## config.mk

```make
export PLATFORM = sky130hd
export DESIGN_NAME = i2c_bit_master
export DESIGN_NICKNAME = d
export VERILOG_FILES = /design/src/rtl/i2c_bit_master_pkg.sv /design/src/rtl/i2c_bit_master_qtr_timer.sv /design/src/rtl/i2c_bit_master.sv
export SDC_FILE = /design/constraint.sdc
export NUM_CORES = 1
export LEC_CHECK = 0
export ABC_AREA = 1
export CELL_PAD_IN_SITES_DETAIL_PLACEMENT = 0
export CELL_PAD_IN_SITES_GLOBAL_PLACEMENT = 1
export CORE_MARGIN = 4
export CORE_UTILIZATION = 30
export DETAILED_ROUTE_END_ITERATION = 16
export GPL_ROUTABILITY_DRIVEN = 0
export PLACE_DENSITY = 0.58
export SLEW_MARGIN = 20
export SYNTH_ARGS = -nofsm -noshare
export SYNTH_HDL_FRONTEND = slang
export SYNTH_SLANG_ARGS = --single-unit
export TNS_END_PERCENT = 5
```

## constraint.sdc

```tcl
create_clock -name clk_i -period 1.6 [get_ports clk_i]
set_input_delay 0.16 -clock clk_i [delete_from_list [all_inputs] [get_ports clk_i]]
set_output_delay 0.16 -clock clk_i [all_outputs]
set_load 0.1 [all_outputs]
```

## src/rtl/i2c_bit_master_pkg.sv

```systemverilog
// Shared types and constants for the I2C byte-command bus engine.
package i2c_bit_master_pkg;

  typedef enum logic [1:0] {
    OP_START = 2'b00,
    OP_STOP  = 2'b01,
    OP_WRITE = 2'b10,
    OP_READ  = 2'b11
  } op_t;

  typedef enum logic [3:0] {
    ST_IDLE     = 4'd0,
    ST_START_Q0 = 4'd1,
    ST_START_Q1 = 4'd2,
    ST_START_Q2 = 4'd3,
    ST_START_Q3 = 4'd4,
    ST_STOP_Q0  = 4'd5,
    ST_STOP_Q1  = 4'd6,
    ST_STOP_Q2  = 4'd7,
    ST_STOP_Q3  = 4'd8,
    ST_BIT_Q0   = 4'd9,
    ST_BIT_Q1   = 4'd10,
    ST_BIT_Q2   = 4'd11,
    ST_BIT_Q3   = 4'd12,
    ST_RESP     = 4'd13
  } state_t;

  // Eight data bits plus the acknowledge bit.
  localparam int BITS_PER_BYTE = 9;

endpackage

```

## src/rtl/i2c_bit_master_qtr_timer.sv

```systemverilog
// Quarter-SCL-period prescaler; freeze_i holds the count while a slave stretches SCL,
// clear_i parks it at zero so every command starts on a full quarter.
module i2c_qtr_timer #(
  parameter int QTR_CYCLES = 250
) (
  input  logic clk_i,
  input  logic rst_i,
  input  logic clear_i,
  input  logic freeze_i,
  output logic qtr_tick_o
);

  localparam int            CW   = (QTR_CYCLES > 1) ? $clog2(QTR_CYCLES) : 1;
  localparam logic [CW-1:0] LAST = CW'(QTR_CYCLES - 1);

  logic [CW-1:0] r_cnt;
  logic          w_at_last;

  assign w_at_last  = (r_cnt == LAST);
  assign qtr_tick_o = w_at_last && !freeze_i && !clear_i;

  always_ff @(posedge clk_i) begin
    if (rst_i || clear_i) begin
      r_cnt <= '0;
    end else if (!freeze_i) begin
      r_cnt <= w_at_last ? '0 : r_cnt + CW'(1);
    end
  end

endmodule

```

## src/rtl/i2c_bit_master.sv

```systemverilog
// I2C bus engine executing one START/STOP/WRITE/READ command at a time on open-drain SCL/SDA.
// Build option: define I2C_CLK_STRETCH_EN to let a slave stretch SCL (timer freezes while held low).
module i2c_bit_master
  import i2c_bit_master_pkg::*;
#(
  parameter int QTR_CYCLES = 250
) (
  input  logic       clk_i,
  input  logic       rst_i,
  input  logic       cmd_valid_i,
  output logic       cmd_ready_o,
  input  logic [1:0] cmd_op_i,
  input  logic [7:0] cmd_data_i,
  input  logic       cmd_ack_i,
  output logic       rsp_valid_o,
  output logic [7:0] rsp_data_o,
  output logic       rsp_ack_o,
  output logic       rsp_err_o,
  output logic       scl_o,
  output logic       sda_o,
  input  logic       scl_i,
  input  logic       sda_i
);

  localparam logic [3:0] LAST_BIT = 4'(BITS_PER_BYTE - 1);

  state_t     r_state;
  op_t        r_op;
  logic [7:0] r_shift;
  logic [7:0] r_rx;
  logic [7:0] r_rsp_data;
  logic [3:0] r_bit;
  logic       r_held;
  logic       r_scl;
  logic       r_sda;
  logic       r_ready;
  logic       r_rsp_valid;
  logic       r_rsp_ack;
  logic       r_rsp_err;
  logic       r_err_pend;
  logic       r_ack_bit;
  logic       r_ack_smp;

  op_t  w_op;
  logic w_accept;
  logic w_illegal;
  logic w_arb_lost;
  logic w_tick;
  logic w_freeze;
  logic w_timer_clr;

  assign w_op        = op_t'(cmd_op_i);
  assign w_accept    = cmd_valid_i && r_ready;
  assign w_illegal   = (w_op != OP_START) && !r_held;
  assign w_arb_lost  = (r_op == OP_WRITE) && (r_bit != LAST_BIT) && r_sda && !sda_i;
  assign w_timer_clr = (r_state == ST_IDLE);

`ifdef I2C_CLK_STRETCH_EN
  assign w_freeze = ((r_state == ST_BIT_Q1) || (r_state == ST_BIT_Q2) ||
                     (r_state == ST_START_Q1)) && r_scl && !scl_i;
`else
  logic w_unused_scl;
  assign w_unused_scl = scl_i;
  assign w_freeze     = 1'b0;
`endif

  i2c_qtr_timer #(
    .QTR_CYCLES (QTR_CYCLES)
  ) u_qtr_timer (
    .clk_i      (clk_i),
    .rst_i      (rst_i),
    .clear_i    (w_timer_clr),
    .freeze_i   (w_freeze),
    .qtr_tick_o (w_tick)
  );

  always_ff @(posedge clk_i) begin
    if (rst_i) begin
      r_state     <= ST_IDLE;
      r_op        <= OP_START;
      r_shift     <= '0;
      r_rx        <= '0;
      r_rsp_data  <= '0;
      r_bit       <= '0;
      r_held      <= 1'b0;
      r_scl       <= 1'b1;
      r_sda       <= 1'b1;
      r_ready     <= 1'b1;
      r_rsp_valid <= 1'b0;
      r_rsp_ack   <= 1'b1;
      r_rsp_err   <= 1'b0;
      r_err_pend  <= 1'b0;
      r_ack_bit   <= 1'b1;
      r_ack_smp   <= 1'b1;
    end else begin
      r_rsp_valid <= 1'b0;
      r_rsp_err   <= 1'b0;
      case (r_state)
        ST_IDLE: if (w_accept) begin
          r_ready    <= 1'b0;
          r_op       <= w_op;
          r_shift    <= cmd_data_i;
          r_ack_bit  <= cmd_ack_i;
          r_bit      <= '0;
          r_err_pend <= w_illegal;
          if (w_illegal) begin
            r_state <= ST_RESP;
          end else if (w_op == OP_START) begin
            // Repeated start keeps SCL low while SDA is let go.
            r_state <= ST_START_Q0;
            r_scl   <= !r_held;
            r_sda   <= 1'b1;
          end else if (w_op == OP_STOP) begin
            r_state <= ST_STOP_Q0;
            r_sda   <= 1'b0;
          end else begin
            r_state <= ST_BIT_Q0;
            r_sda   <= (w_op == OP_READ) || cmd_data_i[7];
          end
        end
        ST_START_Q0: if (w_tick) begin r_state <= ST_START_Q1; r_scl <= 1'b1; end
        ST_START_Q1: if (w_tick) begin r_state <= ST_START_Q2; r_sda <= 1'b0; end
        ST_START_Q2: if (w_tick) begin r_state <= ST_START_Q3; r_scl <= 1'b0; end
        ST_START_Q3: if (w_tick) begin r_state <= ST_RESP;     r_held <= 1'b1; end
        ST_STOP_Q0:  if (w_tick) begin r_state <= ST_STOP_Q1;  r_scl <= 1'b1; end
        ST_STOP_Q1:  if (w_tick) begin r_state <= ST_STOP_Q2;  r_sda <= 1'b1; end
        ST_STOP_Q2:  if (w_tick) begin r_state <= ST_STOP_Q3; end
        ST_STOP_Q3:  if (w_tick) begin r_state <= ST_RESP;     r_held <= 1'b0; end
        ST_BIT_Q0:   if (w_tick) begin r_state <= ST_BIT_Q1;   r_scl <= 1'b1; end
        ST_BIT_Q1: if (w_tick) begin
          if (w_arb_lost) begin
            r_scl      <= 1'b1;
            r_sda      <= 1'b1;
            r_held     <= 1'b0;
            r_err_pend <= 1'b1;
            r_state    <= ST_RESP;
          end else begin
            r_state <= ST_BIT_Q2;
            if (r_bit == LAST_BIT) r_ack_smp <= sda_i;
            else                   r_rx      <= {r_rx[6:0], sda_i};
          end
        end
        ST_BIT_Q2: if (w_tick) begin r_state <= ST_BIT_Q3; r_scl <= 1'b0; end
        ST_BIT_Q3: if (w_tick) begin
          if (r_bit == LAST_BIT) begin
            r_state <= ST_RESP;
          end else begin
            r_state <= ST_BIT_Q0;
            r_bit   <= r_bit + 4'd1;
            r_shift <= {r_shift[6:0], 1'b0};
            // Next pass is the acknowledge bit: release for WRITE, drive our ack for READ.
            if (r_bit == LAST_BIT - 4'd1) r_sda <= (r_op == OP_WRITE) ? 1'b1 : r_ack_bit;
            else                          r_sda <= (r_op == OP_READ) || r_shift[6];
          end
        end
        ST_RESP: begin
          r_state     <= ST_IDLE;
          r_ready     <= 1'b1;
          r_rsp_valid <= 1'b1;
          r_rsp_err   <= r_err_pend;
          if (!r_err_pend && (r_op == OP_READ))  r_rsp_data <= r_rx;
          if (!r_err_pend && (r_op == OP_WRITE)) r_rsp_ack  <= r_ack_smp;
        end
        default: r_state <= ST_IDLE;
      endcase
    end
  end

  assign cmd_ready_o = r_ready;
  assign rsp_valid_o = r_rsp_valid;
  assign rsp_data_o  = r_rsp_data;
  assign rsp_ack_o   = r_rsp_ack;
  assign rsp_err_o   = r_rsp_err;
  assign scl_o       = r_scl;
  assign sda_o       = r_sda;

endmodule

```

==> results.toml <==
[outcome]
status = "finished clean"

[cells_and_area]
fillers = 862
stdcell_count = 541
final_nets = 455
synthToLayoutAreaGrowth_pct = 35.5
drive_gt1_frac = 0.222
final_core_util = 0.423
diodes = 0

[min_path]
hold_class = "input pin to flip-flop"
hold_start = "cmd_data_i[0]"

[sta]
max_freq_mhz = 662
grt_setup_unrepaired = "true"
setup_viol = 0
worst_pin_slew_ns = 0.309
slew_headroom = 0.793
finalClockSkew_ns = 0.00451
fin_crit_ns = 1.51
period_share = 0.944
drv_slew = 0
hold_violations = 0

[critical_path]
end_kind = "flip-flop"
critical_path_arrival_ns = 1.72
ff2ff_path_depth = 9
reg2reg_to = "r_shift[3]$_SDFFE_PP0P_"
max_stage_delay_ns = 0.34
worstPathCellList = "inv_1, ha_1, nand3_2, inv_2, o21ai_4, nand2_4, buf_4, o21ai_1, nor2_1"
crit_fanout = 6
r2r_start = "r_bit[0]$_SDFFE_PP0P_"
required_ns = 1.81
ff2ff_setup_slack_ns = 0.09
crit_start = "r_bit[0]$_SDFFE_PP0P_"
crit_type = "flip-flop to flip-flop"
critPathCapture = "r_shift[3]$_SDFFE_PP0P_"
critPathSlowestCell = "dfxtp_1"
setup.worst_path.start_class = "flip-flop"

[yosys]
synth_nets = 393
seq_area_frac_synth = 0.394
ys_ff_latch = 51
yosysWarnings = 0
syn-cell-area_sq_um = 2590
postSynthAreaPerCell_sq_um = 6.95
synth-edff-count = 0
synth_cells = 373
ys_async_sr_fraction = 0
synthFlopType = "dfxtp_1"
synth_cell_types = 35

[placed_design]
dp_hpwl_um = 4880
port_buffers = 28
dpl.cell_count = 529

[pwr]
power_density_nw_per_um2 = 1380
leakagePower_nw = 1.57
peakVddDrop_v = 0.000683
total_power_w = 0.00484

[cts]
htree_num_levels = 2
clk_latency_ns = 0.31
cts_buffer_depth = 2
cts_tree = "yes"
clkSinkCount = 51
cts_root_buf = "clkbuf_8"
cts_made_buffers = 5
clk_pin_slew_ns = 0.10
ctsHoldBuffers = 0

[detailed_routing]
viasPerCell = 4.53
wl_per_cell_um = 12.0
drt-initial-drc-count = 92
drc = 0
ant_nets = 0
drt_wl_total_um = 6500
firstDrtPassIters = 4
vias = 2453

[grt]
grt_antenna_before_repair = 0
overflow = 0
grt_pass1_wl_um = 10800
grt_max_degree = 18
grt_usage = 0.132
grt_pass1_vias = 2309

[floorplanning]
num_rows = 33
die_w_um = 101
core_area_sq_um = 8300
die_area_sq_um = 10200
top_level_ports = 30
start_util = 0.312
die-height_um = 101

[run]
cap_violations = 0
cells by family after synthesis:
group | synth area share
fa+ha+maj | 0.0193
flops | 0.394
compound gates | 0.109
simple gates | 0.373
buf+inv | 0.0845
xor+xnor | 0.0203
registers in the layout, indices dropped and copies added, names as in the netlist:
signal,cells
r_bit,4
u_qtr_timer.r_cnt,8
r_err_pend,1
r_state,4
r_shift,7
rsp_err_o,1
sda_o,1
rsp_ack_o,1
r_held,1
rsp_data_o,8
rsp_valid_o,1
r_ack_bit,1
scl_o,1
cmd_ready_o,1
r_ack_smp,1
r_rx,8
r_op,2
critical path, delay by kind of cell, from the launching register on:
kind / cells / cell delay, ns
flops: 1 / 0.34
buf+inv: 3 / 0.28
fa+ha+maj: 1 / 0.21
compound gates: 2 / 0.32
simple gates: 3 / 0.28
through the flow:
step                setup TNS [ns]  setup slack, ns  instance area (sq um)  hold WS, ns
detailed placement               0           0.0105                   3330        0.439
global route              -0.00482         -0.00482                   3510        0.408
floorplan                    -3.03           -0.209                   2590        0.260
global placement                 0          0.00925                   3330        0.434
finish                           0           0.0896                   3510        0.403
CTS                              0          0.00982                   3440        0.396
layer usage:
| layer | share of wire | GRT usage |
|---|---|---|
| met1 | 0.52 | 0.183 |
| met2 | 0.42 | 0.203 |
| met3 | 0.041 | 0.0291 |
| met4 | 0.018 | 0.0460 |
| met5 | 0 | 0 |
cell usage in the layout (no fill, tap or decap), drive strengths merged, types with 3 or more instances in the layout:
cell           instances
nand3                 32
clkbuf                 5
o21ai                 35
dfxtp                 51
a21oi                 16
ha                     4
inv                   40
nand2                 85
clkdlybuf4s50         14
xor2                   4
nor3                   6
nor2                  81
clkinv                 3
buf                   48
area by class of cell:
type	count	area, sq um	share of cell area
inverters	42	173	0.0492
flip-flops and latches	51	1030	0.292
multi-input cells	273	1390	0.396
clock inverters	3	46.3	0.0132
clock buffers	5	68.8	0.0196
repair buffers	62	676	0.192
well taps	105	131	0.0374
power breakdown:
| group | leakage (nW) | total, W | internal, W | switching, W |
|---|---|---|---|---|
| logic | 1.10 | 0.00227 | 0.000931 | 0.00134 |
| registers | 0.415 | 0.00164 | 0.00147 | 0.000170 |
| clock network | 0.0548 | 0.000940 | 0.000472 | 0.000468 |
| total | 1.57 | 0.00484 | 0.00287 | 0.00197 |
how the worst min path moves through the flow:
stage / to / slack [ns] / depth (start not counted)
after detailed placement: r_shift[5]$_SDFFE_PP0P_ / 0.44 / 2
after global placement: r_shift[5]$_SDFFE_PP0P_ / 0.43 / 2
final: r_shift[0]$_SDFFE_PP0P_ / 0.40 / 3
after CTS: r_shift[0]$_SDFFE_PP0P_ / 0.40 / 3
after global routing: r_shift[0]$_SDFFE_PP0P_ / 0.41 / 3
after floorplan: r_ack_bit$_SDFFE_PP1P_ / 0.26 / 2
synth_stat cells, types with 2 or more instances:
cell type,instances,area (sq um)
inv_1,35,131
dfxtp_1,51,1020
nand2_2,5,31.3
clkbuf_1,4,15.0
nand4_1,2,12.5
clkinv_2,3,15.0
nand2_4,5,56.3
o21ai_1,4,20.0
nand2_1,74,278
nor2_1,71,267
ha_1,4,50.1
xor2_1,4,35.0
nor2_2,8,50.1
nand3_1,31,155
xnor2_1,2,17.5
nor3_1,5,25.0
buf_6,2,22.5
inv_2,2,7.51
o21ai_0,30,150
a21oi_1,16,80.1
timing repair:
action,CTS,global route
setup buffers,0,3
resized for setup,0,14
endpoints found under the setup margin,0,27
Note: power is estimated with default switching activity, not from simulation.
==> RTL change (config.mk and constraints unchanged) <==
Reset style: asynchronous (`rst_i`), changed in one clocked block.
--- a/src/rtl/i2c_bit_master.sv
+++ b/src/rtl/i2c_bit_master.sv
@@ -75,5 +75,5 @@
   );
 
-  always_ff @(posedge clk_i) begin
+  always_ff @(posedge clk_i or posedge rst_i) begin
     if (rst_i) begin
       r_state     <= ST_IDLE;
Formal check against the unedited RTL: differs if rst_i is asserted again (counterexample within 4 cycles, from zero or initial values and one cycle with rst_i high); with rst_i held inactive, the same outputs for 10 cycles.
==> RTL change against the unedited design <==
- core utilization up 0.46 points
- area after synthesis up 6.6%
- worst setup slack worse by 13 ps
- cell area up 7.8%
- largest cell class unchanged
- sequential cell count unchanged
- routed wire length up 1.2%
- first-iteration DRC count up 7.6%
- critical path depth down 1
- sequential share of layout area up 3.9 points
- fmax down 0.88%
Power is not compared: it rests on default switching activity, and its combinational part moved more than twofold at a synthesized area within 25%.
==> RTL change: results (changes against the unedited design) <==
Initial DRC Count - 99 (+7.6%)
Final Non-Filler Cells - 524 (-3.1%)
TritonCTS buffer count - 5 (unchanged)
Post-Syn Instances - 341 (-8.6%)
Worst EP arrival - 1730 ps
Critical Path Fanout Max - 5 (-1)
Initial antenna violation count - 0 (unchanged)
Unique masters post-synth - 34 (-2.9%)
Nets - 435 (-4.4%)
Layout cell share with drive strength beyond 1 - 31.3% (+9.0 points)
Leakage - 1.77 nW
Ys async rst share - 84.3% (+84 points)
Port bufs - 28 (unchanged)
DRT Pass-1 Iters - 5 (+1)
Pre-CTS setup slack - -14.8 ps (-25.3 ps)
Slowest stage delay, CP - 640 ps (+300 ps)
Clock Skews - 7.58 ps (+3.08 ps)
Clock-pin slew on the worst setup and hold paths - 110 ps
Worst-skew pair later-pin latency - 310 ps (about the same)
Post-CTS Setup Inserts - 0 (unchanged)
Post-synth top cells - nand2_1 (98), inv_1 (40), dfrtp_1 (37)
Critical Path Sink - r_bit[3]$_DFFE_PP0P_
Peak supply drop - 0.455 mV
Placed Cells - 513 (-3.0%)
Status - finished clean
Worst slew pin tran - 566 ps (+257 ps)
Gr usage total - 12.5% (-0.74 points)
Final worst slack - 76.1 ps (-13.5 ps)
Top post-synthesis cells by area - dfrtp_1 (34%), nand2_1 (13%), dfxtp_1 (5.8%)
Placed cell area - 3590 um2 (+7.9%)
CTS root buf - clkbuf_8
Yosys warnings - 0 (unchanged)
Hold Crit Class - primary input to async pin
N_diodes - 0 (unchanged)
First-pass GRT wire length - 11100 um (+2.6%)
Post-CTS sizing - 2 (+2)
Seq/Total Area, Yosys - 45.0% (+5.6 points)
FF-to-FF path depth - 8 (-1)
CP startpoint - cmd_ready_o$_DFFE_PP1P_
Filler cells - 908 (+5.3%)
Max clock buf depth - 2 (unchanged)
Wire per inst - 12.6 um (+4.5%)
Number of global-route vias before repair - 2278 (-1.3%)
CP top delay family - flip-flops
Vias - 2373 (-3.3%)
Slowest cell on the critical path - dfstp_4
Syn nets - 361 (-8.1%)
H-tree levels - 2 (unchanged)
DPL Wire Length - 5010 um (+2.7%)
Largest net degree at the start of global routing - 44 (+26)
[RTL change: cell families after synthesis]
| group | after synthesis | share of synthesized area (%) |
|---|---|---|
| AND/OR/NAND/NOR | 179 | 30.7 |
| AO/OA/AOI/OAI | 52 | 12.2 |
| flip-flops | 51 | 45.0 |
| buffers and inverters | 48 | 7.79 |
| XOR/XNOR | 4 | 1.27 |
| adder cells (fa/ha/maj) | 4 | 1.81 |
| multiplexers | 3 | 1.22 |
[RTL change: worst min path at each step]
stage / from / end / slack, ps / cells past startpoint
after CTS: rst_i / rsp_err_o$_DFF_PP0_ / 430 / 3
after global placement: r_rx[7]$_DFFE_PP0P_ / r_rx[7]$_DFFE_PP0P_ / 460 / 2
after global routing: rst_i / r_held$_DFFE_PP0P_ / 450 / 3
after floorplan: rst_i / r_bit[0]$_DFFE_PP0P_ / 160 / 1
final: rst_i / r_held$_DFFE_PP0P_ / 390 / 3
after detailed placement: r_rx[7]$_DFFE_PP0P_ / r_rx[7]$_DFFE_PP0P_ / 460 / 2
[RTL change: layout make-up]
| type | instances | area (um2) | area share [%] |
|---|---|---|---|
| Multi-Input combinational cell | 243 | 1360 | 35.8 |
| Sequential cell | 51 | 1250 | 33.1 |
| Timing Repair Buffer | 70 | 752 | 19.9 |
| Inverter | 44 | 174 | 4.60 |
| Tap cell | 108 | 135 | 3.57 |
| Clock buffer | 5 | 68.8 | 1.82 |
| Clock inverter | 3 | 46.3 | 1.22 |
[RTL change: per-layer routing]
layer / part of all wire, % / track usage, %
met3: 3.9 / 2.42
met4: 1.2 / 3.70
met5: 0 / 0
met1: 49 / 17.3
met2: 46 / 19.7
[RTL change: power breakdown]
group          leakage, nW  internal [W]  switching (W)
Combinational         1.11     0.0000558      0.0000576
Sequential           0.608       0.00129     0.00000474
Clock               0.0548      0.000472       0.000482
